--- config.mk ---
export PLATFORM = sky130hd
export DESIGN_NAME = led_mode_ctrl
export DESIGN_NICKNAME = d
export VERILOG_FILES = /design/src/rtl/led_pkg.sv /design/src/rtl/key_debounce.sv /design/src/rtl/led_mode_ctrl.sv
export SDC_FILE = /design/constraint.sdc
export NUM_CORES = 1
export LEC_CHECK = 0
export ABC_AREA = 1
export CELL_PAD_IN_SITES_DETAIL_PLACEMENT = 1
export CELL_PAD_IN_SITES_GLOBAL_PLACEMENT = 2
export CORE_MARGIN = 5
export CORE_UTILIZATION = 39
export CTS_BUF_LIST = sky130_fd_sc_hd__clkbuf_2 sky130_fd_sc_hd__clkbuf_4 sky130_fd_sc_hd__clkbuf_8
export DETAILED_ROUTE_END_ITERATION = 8
export GPL_ROUTABILITY_DRIVEN = 0
export HOLD_SLACK_MARGIN = 0.02
export PLACE_DENSITY_LB_ADDON = 0.08
export SLEW_MARGIN = 10
export SYNTH_ARGS = -nofsm -noshare
export SYNTH_HDL_FRONTEND = slang
export SYNTH_SLANG_ARGS = --single-unit
--- constraint.sdc ---
create_clock -name clk -period 1.8 [get_ports clk]
set_input_delay 0.36 -clock clk [delete_from_list [all_inputs] [get_ports clk]]
set_output_delay 0.36 -clock clk [all_outputs]
set_load 0.005 [all_outputs]
--- src/rtl/led_pkg.sv ---
// Shared definitions for the LED mode sequencer.
//   mode_e       : LED pattern mode encoding (OFF, ON, SLOW blink, FAST blink)
//   DEF_*        : default timing constants in clk cycles
//   next_mode()  : mode sequence step, wraps FAST -> OFF
package led_pkg;

  typedef enum logic [1:0] {
    MODE_OFF  = 2'd0,
    MODE_ON   = 2'd1,
    MODE_SLOW = 2'd2,
    MODE_FAST = 2'd3
  } mode_e;

  localparam int unsigned DEF_DEBOUNCE_CYCLES = 20;
  localparam int unsigned DEF_SLOW_HALF       = 50;
  localparam int unsigned DEF_FAST_HALF       = 10;

  function automatic mode_e next_mode(input mode_e m);
    logic [1:0] v;
    v = m;
    v = v + 2'd1;
    return mode_e'(v);
  endfunction

endpackage

--- src/rtl/key_debounce.sv ---
// Push-button conditioner: two-flop synchroniser, stable-level debounce and a
// one-cycle press pulse on each accepted 1->0 transition of the debounced key.
//   clk       : system clock
//   rst_n     : asynchronous active-low reset
//   key_in    : raw active-low push-button, asynchronous to clk
//   key_press : registered one-cycle pulse per accepted press
module key_debounce
  import led_pkg::*;
#(
  parameter int unsigned DEBOUNCE_CYCLES = DEF_DEBOUNCE_CYCLES
) (
  input  logic clk,
  input  logic rst_n,
  input  logic key_in,
  output logic key_press
);

  localparam int unsigned CW = $clog2(DEBOUNCE_CYCLES);
  localparam logic [CW-1:0] CNT_LAST = CW'(DEBOUNCE_CYCLES - 1);

  logic          sync1_q, sync1_d;
  logic          key_s_q, key_s_d;
  logic          key_db_q, key_db_d;
  logic [CW-1:0] cnt_q, cnt_d;
  logic          key_press_q, key_press_d;

  always_ff @(posedge clk or negedge rst_n) begin
    if (!rst_n) begin
      sync1_q     <= 1'b1;
      key_s_q     <= 1'b1;
      key_db_q    <= 1'b1;
      cnt_q       <= '0;
      key_press_q <= 1'b0;
    end else begin
      sync1_q     <= sync1_d;
      key_s_q     <= key_s_d;
      key_db_q    <= key_db_d;
      cnt_q       <= cnt_d;
      key_press_q <= key_press_d;
    end
  end

  always_comb begin
    sync1_d  = key_in;
    key_s_d  = sync1_q;
    key_db_d = key_db_q;
    cnt_d    = '0;
    // Count consecutive mismatch cycles; any agreement restarts the count.
    if (key_s_q != key_db_q) begin
      if (cnt_q == CNT_LAST) begin
        key_db_d = key_s_q;
      end else begin
        cnt_d = cnt_q + CW'(1);
      end
    end
    key_press_d = key_db_q & ~key_db_d;
  end

  assign key_press = key_press_q;

endmodule

--- src/rtl/led_mode_ctrl.sv ---
// LED sequencer: each debounced key press steps the mode OFF->ON->SLOW->FAST,
// blink modes toggle a phase bit every HALF cycles, and the registered output
// applies a (enable) and b (invert).
//   clk, rst_n : clock, asynchronous active-low reset
//   a          : output enable (0 forces led_out low)
//   b          : output invert
//   key_in     : raw active-low push-button
//   led_out    : registered LED drive
//   mode       : current mode (0=OFF 1=ON 2=SLOW 3=FAST)
//   key_press  : one-cycle pulse per accepted press
module led_mode_ctrl
  import led_pkg::*;
#(
  parameter int unsigned DEBOUNCE_CYCLES = DEF_DEBOUNCE_CYCLES,
  parameter int unsigned SLOW_HALF       = DEF_SLOW_HALF,
  parameter int unsigned FAST_HALF       = DEF_FAST_HALF
) (
  input  logic       clk,
  input  logic       rst_n,
  input  logic       a,
  input  logic       b,
  input  logic       key_in,
  output logic       led_out,
  output logic [1:0] mode,
  output logic       key_press
);

  localparam int unsigned BW = $clog2(SLOW_HALF);
  localparam logic [BW-1:0] SLOW_LAST = BW'(SLOW_HALF - 1);
  localparam logic [BW-1:0] FAST_LAST = BW'(FAST_HALF - 1);

  logic          key_press_w;
  mode_e         mode_q, mode_d;
  logic [BW-1:0] blink_cnt_q, blink_cnt_d;
  logic          phase_q, phase_d;
  logic          led_out_q, led_out_d;
  logic          pattern;
  logic [BW-1:0] half_last;

  key_debounce #(
    .DEBOUNCE_CYCLES(DEBOUNCE_CYCLES)
  ) u_key_debounce (
    .clk      (clk),
    .rst_n    (rst_n),
    .key_in   (key_in),
    .key_press(key_press_w)
  );

  // State register plus blink and output flops.
  always_ff @(posedge clk or negedge rst_n) begin
    if (!rst_n) begin
      mode_q      <= MODE_OFF;
      blink_cnt_q <= '0;
      phase_q     <= 1'b1;
      led_out_q   <= 1'b0;
    end else begin
      mode_q      <= mode_d;
      blink_cnt_q <= blink_cnt_d;
      phase_q     <= phase_d;
      led_out_q   <= led_out_d;
    end
  end

  // Next-state logic.
  always_comb begin
    mode_d = mode_q;
    if (key_press_w) begin
      mode_d = next_mode(mode_q);
    end
  end

  // Output logic: blink generator, pattern and output stage.
  always_comb begin
    blink_cnt_d = '0;
    phase_d     = 1'b1;
    half_last   = (mode_q == MODE_FAST) ? FAST_LAST : SLOW_LAST;
    // A pending mode change keeps the defaults (count 0, phase 1), overriding
    // any wrap/toggle due in the same cycle.
    if ((mode_d == mode_q) && ((mode_q == MODE_SLOW) || (mode_q == MODE_FAST))) begin
      if (blink_cnt_q == half_last) begin
        phase_d = ~phase_q;
      end else begin
        blink_cnt_d = blink_cnt_q + BW'(1);
        phase_d     = phase_q;
      end
    end

    pattern = 1'b0;
    unique case (mode_q)
      MODE_OFF:  pattern = 1'b0;
      MODE_ON:   pattern = 1'b1;
      MODE_SLOW: pattern = phase_q;
      MODE_FAST: pattern = phase_q;
    endcase
    led_out_d = a & (pattern ^ b);
  end

  assign led_out   = led_out_q;
  assign mode      = mode_q;
  assign key_press = key_press_w;

endmodule

# [After elaboration in Yosys (flattened, before gate mapping)]
# Cells that the tools add are included.
[word_totals] out_inout_bits=4 word_cells=40 regBits=19
[classes] n_addsub=3 n_bitwise=5 eq_ne=8 mux=11 reduce_logical=4
[op_table] op="6-bit 2-to-1 mux" n=3
[op_table] op="5-bit 2-to-1 mux" n=2
[op_table] op="6-bit by 1-bit adder with 6-bit output, second input constant" n=1
[op_table] op="6-bit equality test" n=1
[op_table] op="5-bit by 1-bit adder with 5-bit output, second input constant" n=1
[op_table] op="5-bit equality test, second input constant" n=1
[op_table] op="2-bit equality test, second input constant" n=2
[op_table] op="1-bit 2-to-1 mux" n=4
[op_table] op="1-bit one-hot mux with 3 select lines" n=1
[op_table] op="2-bit by 1-bit adder with 2-bit output, second input constant" n=1
[op_table] op="1-bit bitwise AND" n=2
[op_table] op="2-bit by 1-bit equality test with 1-bit output, second input constant" n=1
[op_table] op="2-bit equality test" n=1
[op_table] op="2-bit zero test" n=1
[op_table] op="2-bit 2-to-1 mux" n=1
[op_table] op="2-bit by 1-bit != test with 1-bit output, second input constant" n=1
[op_table] op="1-bit NOT" n=2
[op_table] op="2-bit OR reduction" n=1
[op_table] op="1-bit logical AND" n=1
[op_table] op="1-bit logical OR" n=1
[op_table] op="1-bit != test" n=1
[op_table] op="1-bit bitwise XOR" n=1

# [Longest topological paths before layout]
# Gate-level depths: netlist of the first run.
[depth] depth_word=5 depth_mapped=8 depth_no_buf=8

# [Hierarchy]
# Synthesis of the first run repeated with hierarchy kept, for this count alone.
[hier_totals] hier_cells=106 area_unflattened_um2=987.2
[modules_own_cells] module="led_mode_ctrl" area_per_inst_um2=608.1 cells_each=66 n_inst=1 seq_area_each_um2=251.5
[modules_own_cells] module="key_debounce" area_per_inst_um2=379.1 cells_each=40 n_inst=1 seq_area_each_um2=229.0

# [Least setup slack after synthesis of the first run]
# Ideal clock, no wire load.
[synth_timing] path_kind="register to register" startpoint="reg mode_q[0], in the netlist mode[0]" endpoint="reg blink_cnt_q[0]" arrival_ns=1.019 slack_ns=0.660 path_buffers=0 synth_period_minus_slack_ns=1.140 setup_time_ns=0.121 stages_incl_launch_ff=8 cell_sequence="dfrtp_1 ha_1 inv_1 nand2_1 nand2_1 nand3_2 nand2_4 nor2_1"
[synth_between] elab_chain_len=5 word_cells_on_any_way=11 cone_classes="add/sub: 1; eq/ne: 4; mux: 4; reduce/logical: 2"
[synth_rtl] item="from (decl)" line_no="led_mode_ctrl.sv:33" source="mode_e mode_q, mode_d;"
[synth_rtl] item="from (signal assigned)" line_no="led_mode_ctrl.sv:57" source="mode_q <= mode_d;"
[synth_rtl] item="2-bit by 1-bit adder with 2-bit output or 2-bit equality test (tied branches)" line_no="led_pkg.sv:21, led_mode_ctrl.sv:76, led_mode_ctrl.sv:79"
[synth_rtl] item="2-bit 2-to-1 mux or 6-bit 2-to-1 mux (tied branches)" line_no="led_mode_ctrl.sv:67, led_mode_ctrl.sv:76"
[synth_rtl] item="2-bit equality test or 6-bit equality test (tied branches)" line_no="led_mode_ctrl.sv:79, led_mode_ctrl.sv:80"
[synth_rtl] item="1-bit logical AND or 6-bit 2-to-1 mux (tied branches)" line_no="led_mode_ctrl.sv:79, led_mode_ctrl.sv:80"
[synth_rtl] item="6-bit 2-to-1 mux (*)" line_no="led_mode_ctrl.sv:79" source="if ((mode_d == mode_q) && ((mode_q == MODE_SLOW) || (mode_q == MODE_FAST))) begin"
[synth_rtl] item="named net blink_cnt_d[0]" line_no="led_mode_ctrl.sv:34" source="logic [BW-1:0] blink_cnt_q, blink_cnt_d;"
[synth_rtl] item="to (signal assigned)" line_no="led_mode_ctrl.sv:58" source="blink_cnt_q <= blink_cnt_d;"
[synth_rtl] item="to (decl)" line_no="led_mode_ctrl.sv:34"
# Mark *: on every way through the listed nets, which the timed path passes. The rest lies on a longest branch.
# A chain may end at the register's enable or synchronous reset.

# [Worst setup path after layout of the first run]
[layout_timing] startpoint="reg u_key_debounce.key_press_q, in the netlist u_key_debounce.key_press" endpoint="out key_press"
[layout_lines] item="from (decl)" line_no="key_debounce.sv:25" source="logic key_press_q, key_press_d;"
[layout_lines] item="from (signal assigned)" line_no="key_debounce.sv:39" source="key_press_q <= key_press_d;"
[layout_lines] item="to (decl)" line_no="led_mode_ctrl.sv:25" source="output logic key_press"
# No word-level cell between the ends.

==> results by group, run 1 <==
Floorplan
  – Initial Util: 0.401
  – Num ports: 9
  – # rows: 17
  – DIE WIDTH: 57.5 um
  – Die H: 57.5 um
  – Core Box Area: 0.00219 mm^2
  – Die ar.: 0.00330 mm^2

Logic synthesis
  – Adder-cell share of the synthesized area: 0.0712
  – Syn_nets: 100
  – Synth Area in Compound Gates: 0.0342
  – Syn Inst Count: 90
  – Synthesized flop and latch total: 19
  – Largest family of logic cells by synthesized area: simple AND/OR/NAND/NOR gates
  – Post-synthesis simple-gate area fraction: 0.231
  – Post-Syn Area: 878 um^2
  – Mux contribution to synthesized area: 0
  – Avg Inst Size Synth: between 9 and 10 um^2
  – Xor/xnor cell area share of the yosys netlist: 0.0698
  – Post-synthesis sequential area ratio: 0.547
  – Synth unique cells: 18
  – YS warnings: 0

Route
  – Drt total wl: 1.52 mm
  – DR pass1 iterations: 4
  – Initial DRC Count: 5
  – Via/cell ratio: roughly 4.8
  – DRT antenna net count: 0
  – DR DRC count: 0
  – DR WL/cell: 11.6 um
  – Via count: ~630

Critical path
  – Slowest Stage Delay on Critical Path: 0.54 ns
  – Max stage delay cell, worst path: clkdlybuf4s50_1
  – Endpoint class of the critical path: output pin
  – WS Path Type: reg2out
  – Required @ worst endpoint: roughly 1.4 ns
  – Worst EP arrival: 1.30 ns
  – CP Launch Type: flop
  – RR Startpoint: mode[1]
  – CP startpoint: u_key_debounce.key_press
  – CP Max Fanout: 5
  – CP bufs+invs: 1
  – CP delay by family, top: buffers and inverters
  – Crit-path cells: clkdlybuf4s50_1

Job
  – Max-Cap Viols: 0

Placed design
  – # port buffers: 8
  – Dpl cells: 127
  – Hpwl dp: 1.18 mm

Power
  – VDD IR max: 0.382 mV
  – Pwr dens: 671 mW/mm^2
  – Leakage power: just under 0.5 nW

Finish
  – Fin cells: 131
  – # fillers: 269
  – Max FFs per register: 6
  – Layout cells sized above 1: 0.165
  – Layout area overhead: 17.1%
  – Most flop-heavy register: blink_cnt_q
  – Multi-input logic area: 357 um^2
  – FF+latch area: 480 um^2
  – Commonest non-fill, non-tap cell in the layout: nor2_1
  – # diodes: 0
  – Most frequent cells in the layout: nor2_1 (16), dfrtp_1 (15), nand2_1 (11), inv_1 (10), clkdlybuf4s50_1 (8)
  – Layout Nets: approximately 110

Timing
  – Setup TNS: 0 ns
  – Final Skew: between 0.0015 and 0.002 ns
  – Max Fclk: 604 MHz
  – Worst-Margin Slew: 0.240 ns
  – RSZ-0062 raised after global routing: false
  – Final period demand of the worst path: between 1.5 and 2 ns
  – Relative slew slack: 0.840
  – Final Setup Violations: 0
  – Max Slew Vio Count: 0
  – Fin crit share: 0.920
  – Endpoints failing hold: 0

Clocking
  – Post-cts hold buffer count: 0
  – Root buf cell: clkbuf_4
  – H-tree Lvls: 1
  – Total CTS buffers: 3
  – Setup repair bufs after CTS: 0
  – CTS tree: yes
  – Resized Gates After CTS: 0
  – Skew-Pair Late Insertion Delay: 0.29 ns
  – Maximum clock insertion buffer count: 2
  – Number of clock sinks: 19
  – Clk slew on worst S/H paths: 0.11 ns

Global routing
  – Vias in the first global route: 608
  – Largest net degree at the start of global routing: 20
  – First-pass GRT wire length: 2.75 mm
  – Grt total ovfl: 0
  – Total GRT Usage: 0.107
  – Initial antenna violation count: 0

Hold path
  – Hold_sp: u_key_debounce.key_s_d
  – Hold Crit Class: reg2reg

Run status
  – Status: finished clean
[power by group]
part	total (W)	internal, W	switching, W
clock network	0.000211	0.0000825	0.000128
registers	0.000444	0.000438	0.00000603
logic	0.0000358	0.0000178	0.0000180
[synth_stat cells (all sizes together)]
cell	count	area [um^2]
xnor2	2	17.5
nor2	18	77.6
a21oi	3	15.0
nor3	1	5.00
dfrtp	15	375
inv	11	41.3
nand3	9	55.1
dfstp	4	105
xor2	5	43.8
ha	5	62.6
o21ai	3	15.0
nand2	14	65.1
[routing by layer]
layer | GRT usage | vias up | share of wire
li1 | - | 310 | -
met1 | 0.157 | 306 | 0.50
met2 | 0.152 | 7 | 0.45
met3 | 0.0271 | 2 | 0.032
met4 | 0.0397 | 0 | 0.011
met5 | 0 | - | 0
[cells by family (layout without fill, tap and decap cells)]
| family | Yosys count | in the layout |
|---|---|---|
| flip-flops | 19 | 19 |
| AO/OA/AOI/OAI | 6 | 6 |
| AND/OR/NAND/NOR | 42 | 42 |
| XOR/XNOR | 7 | 7 |
| adder cells (fa/ha/maj) | 5 | 5 |
| buffers and inverters | 11 | 24 |
[worst paths after layout]
path / endpoint / slack, ns / cells after the start
worst max register to register: blink_cnt_q[0] / 0.54 / 7
min in group asynchronous: blink_cnt_q[4] / 0.39 / 2
worst max-delay path: key_press / 0.14 / 1
max in group asynchronous: phase_q / 1.15 / 2
worst min-delay path: u_key_debounce.key_s_q / 0.37 / 0
worst min register to register: u_key_debounce.key_s_q / 0.37 / 0
[cell type report]
class                           count  share of cell area
Sequential cell                    19               0.467
Multi-Input combinational cell     60               0.347
Timing Repair Buffer                9              0.0852
Inverter                           11              0.0401
Tap cell                           28              0.0341
Clock buffer                        3              0.0219
Clock inverter                      1             0.00487
[stage by stage]
step	area [um^2]	power, W	hold WS, ns	utilization	worst slack (ns)
2_1_floorplan	878	0.000463	0.0644	-	0.660
3_3_place_gp	1000	0.000487	0.347	0.457	0.470
3_5_place_dp	1000	0.000489	0.354	0.457	0.457
4_1_cts	1030	0.000706	0.372	0.469	0.119
5_1_grt	1030	0.000735	0.377	0.469	0.0675
6_report	1030	0.000690	0.366	0.469	0.144
(Power assumes the default switching activity.)
==> inputs of run 2 (changes only) <==
CORE_ASPECT_RATIO = 0.75   (was unset)
==> run 2 against run 1 <==
First-iteration DRC count grew to 3.0 times the previous value. Count of clock-buffer cells in the layout is the same. Design area shrank 0.49%. Clock power grew 5%. Global-route usage grew 0.59 points. Critical path type unchanged. Power grew 1.7%. Combinational power grew 1%. Maximum frequency shrank 2.6%. Non-clock buffer count is the same. Critical endpoint unchanged. Die area grew 0.31%. Utilization grew 2.2 points. Clock skew grew 0.0026 ns.
==> results by group, run 2 (synthesis results as in run 1) <==
Critical path
  – CP bufs+invs: 1 (unchanged)
  – CP Max Fanout: 5 (unchanged)
  – Required @ worst endpoint: 1.44 ns (about the same)
  – CP delay by family, top: buffers and inverters
  – CP Launch Type: flop
  – Max stage delay cell, worst path: clkdlybuf4s50_1
  – Endpoint class of the critical path: output pin
  – WS Path Type: reg2out
  – Slowest Stage Delay on Critical Path: 0.55 ns (about the same)
  – Worst EP arrival: 1.34 ns (+0.04 ns)
  – Crit-path cells: clkdlybuf4s50_1

Timing
  – Final Skew: 0.00445 ns (+0.00263 ns)
  – Final period demand of the worst path: 1.70 ns (+0.0447 ns)
  – Endpoints failing hold: 0 (unchanged)
  – RSZ-0062 raised after global routing: false
  – Max Slew Vio Count: 0 (unchanged)
  – Worst-Margin Slew: 0.386 ns (+0.147 ns)
  – Final Setup Violations: 0 (unchanged)
  – Max Fclk: 588 MHz (-2.6%)
  – Fin crit share: 0.945 (+0.0248)
  – Relative slew slack: 0.742 (-0.0986)
  – Setup TNS: 0 ns (unchanged)

Finish
  – Most flop-heavy register: blink_cnt_q
  – Layout cells sized above 1: 0.165 (unchanged)
  – Max FFs per register: 6 (unchanged)
  – Layout Nets: 114 (unchanged)
  – # diodes: 0 (unchanged)
  – Final core utilization: 0.491 (+0.0216)
  – Layout area overhead: 16.5%
  – Most frequent cells in the layout: nor2_1 (16), dfrtp_1 (15), nand2_1 (11), inv_1 (10), clkdlybuf4s50_1 (8)
  – Commonest non-fill, non-tap cell in the layout: nor2_1
  – FF+latch area: 480 um^2 (unchanged)
  – # fillers: 251 (-6.7%)
  – Multi-input logic area: 357 um^2 (unchanged)
  – Final instance area: 0.00102 mm^2 (-0.49%)

Power
  – Net Sw Frac: 0.233 (+0.0120)
  – VDD IR max: 0.389 mV (+2.0%)
  – Gate power share: 0.052 (about the same)
  – Flop pwr share: 0.633 (-0.010)
  – Leakage power: 0.485 nW (unchanged)
  – Internal power: 0.000538 W (+0.11%)
  – Switch Pwr: 0.000163 W (+7.2%)
  – Pwr dens: 686 mW/mm^2 (+2.2%)
  – Clock power frac: 0.316 (+0.011)

Route
  – Drt total wl: 1.55 mm (+2.0%)
  – Initial DRC Count: 15 (+10)
  – DR pass1 iterations: 3 (-1)
  – Via/cell ratio: 4.61 (-3.3%)
  – DRT antenna net count: 0 (unchanged)
  – DR DRC count: 0 (unchanged)
  – Via count: 586 (-6.2%)
  – DR WL/cell: 12.2 um (+5.2%)

Floorplan
  – Die H: 51.1 um (-11%)
  – DIE WIDTH: 64.8 um (+13%)
  – Initial Util: 0.421 (+0.0205)
  – Die ar.: 0.00331 mm^2 (+0.31%)
  – # rows: 14 (-3)
  – Core Box Area: 0.00208 mm^2 (-4.9%)
  – Num ports: 9 (unchanged)

Global routing
  – First-pass GRT wire length: 2.79 mm (+1.5%)
  – Largest net degree at the start of global routing: 12 (-40%)
  – Grt total ovfl: 0 (unchanged)
  – Vias in the first global route: 603 (-0.82%)
  – Initial antenna violation count: 0 (unchanged)
  – Total GRT Usage: 0.113 (+0.00593)

Clocking
  – Maximum clock insertion buffer count: 2 (unchanged)
  – CTS tree: yes
  – Root buf cell: clkbuf_4
  – Number of clock sinks: 19 (unchanged)
  – Setup repair bufs after CTS: 0 (unchanged)
  – H-tree Lvls: 1 (unchanged)
  – Post-cts hold buffer count: 0 (unchanged)
  – Resized Gates After CTS: 0 (unchanged)
  – Clk slew on worst S/H paths: 0.11 ns (about the same)
  – Total CTS buffers: 3 (unchanged)
  – Skew-Pair Late Insertion Delay: 0.30 ns (about the same)

Run status
  – Status: finished clean

Placed design
  – Area of placed instances: 996 um^2 (-0.50%)
  – # port buffers: 8 (unchanged)
  – Hpwl dp: 1.21 mm (+2.8%)

Hold path
  – Hold Crit Class: in2async

Job
  – Max-Cap Viols: 0 (unchanged)
==> run 2: path summary, 6_finish.rpt <==
path / depth (start not counted) / from / endpoint / slack [ns]
max: 1 / u_key_debounce.key_press / key_press / 0.1
min: 1 / rst_n / led_out / 0.33
max reg2reg: 8 / mode[0] / phase_q / 0.53
min reg2reg: 0 / u_key_debounce.key_s_d / u_key_debounce.key_s_q / 0.36
max in group asynchronous: 2 / rst_n / u_key_debounce.cnt_q[3] / 0.98
min in group clk: 0 / u_key_debounce.key_s_d / u_key_debounce.key_s_q / 0.36
==> run 2: power groups by stage <==
stage	sequential, W	combinational [W]	clock [W]
finish	0.000444	0.0000362	0.000222
global placement	0.000451	0.0000358	0
floorplan	0.000451	0.0000128	0
detailed placement	0.000452	0.0000376	0
CTS	0.000444	0.0000377	0.000235
global route	0.000446	0.0000416	0.000267
==> run 2: through the flow <==
step / hold slack, ns / std cells / power [W] / setup slack [ns]
2_1_floorplan: 0.0644 / 90 / 0.000463 / 0.660
3_3_place_gp: 0.347 / 123 / 0.000487 / 0.458
3_5_place_dp: 0.350 / 123 / 0.000490 / 0.459
4_1_cts: 0.328 / 127 / 0.000717 / 0.0779
5_1_grt: 0.337 / 127 / 0.000754 / 0.0230
6_report: 0.326 / 127 / 0.000702 / 0.0990
==> run 2: per-layer routing <==
metal | vias to the layer above | share of wire | wire, um | GRT usage
li1 | 305 | - | - | -
met1 | 269 | 0.53 | 828 | 0.157
met2 | 10 | 0.41 | 634 | 0.161
met3 | 2 | 0.049 | 76 | 0.0482
met4 | 0 | 0.0090 | 14 | 0.0316
met5 | - | 0 | 0 | 0
==> run 2: layout make-up <==
class | count | area share
Sequential cell | 19 | 0.469
Clock inverter | 1 | 0.00489
Multi-Input combinational cell | 60 | 0.348
Timing Repair Buffer | 9 | 0.0856
Tap cell | 24 | 0.0293
Inverter | 11 | 0.0403
Clock buffer | 3 | 0.0220
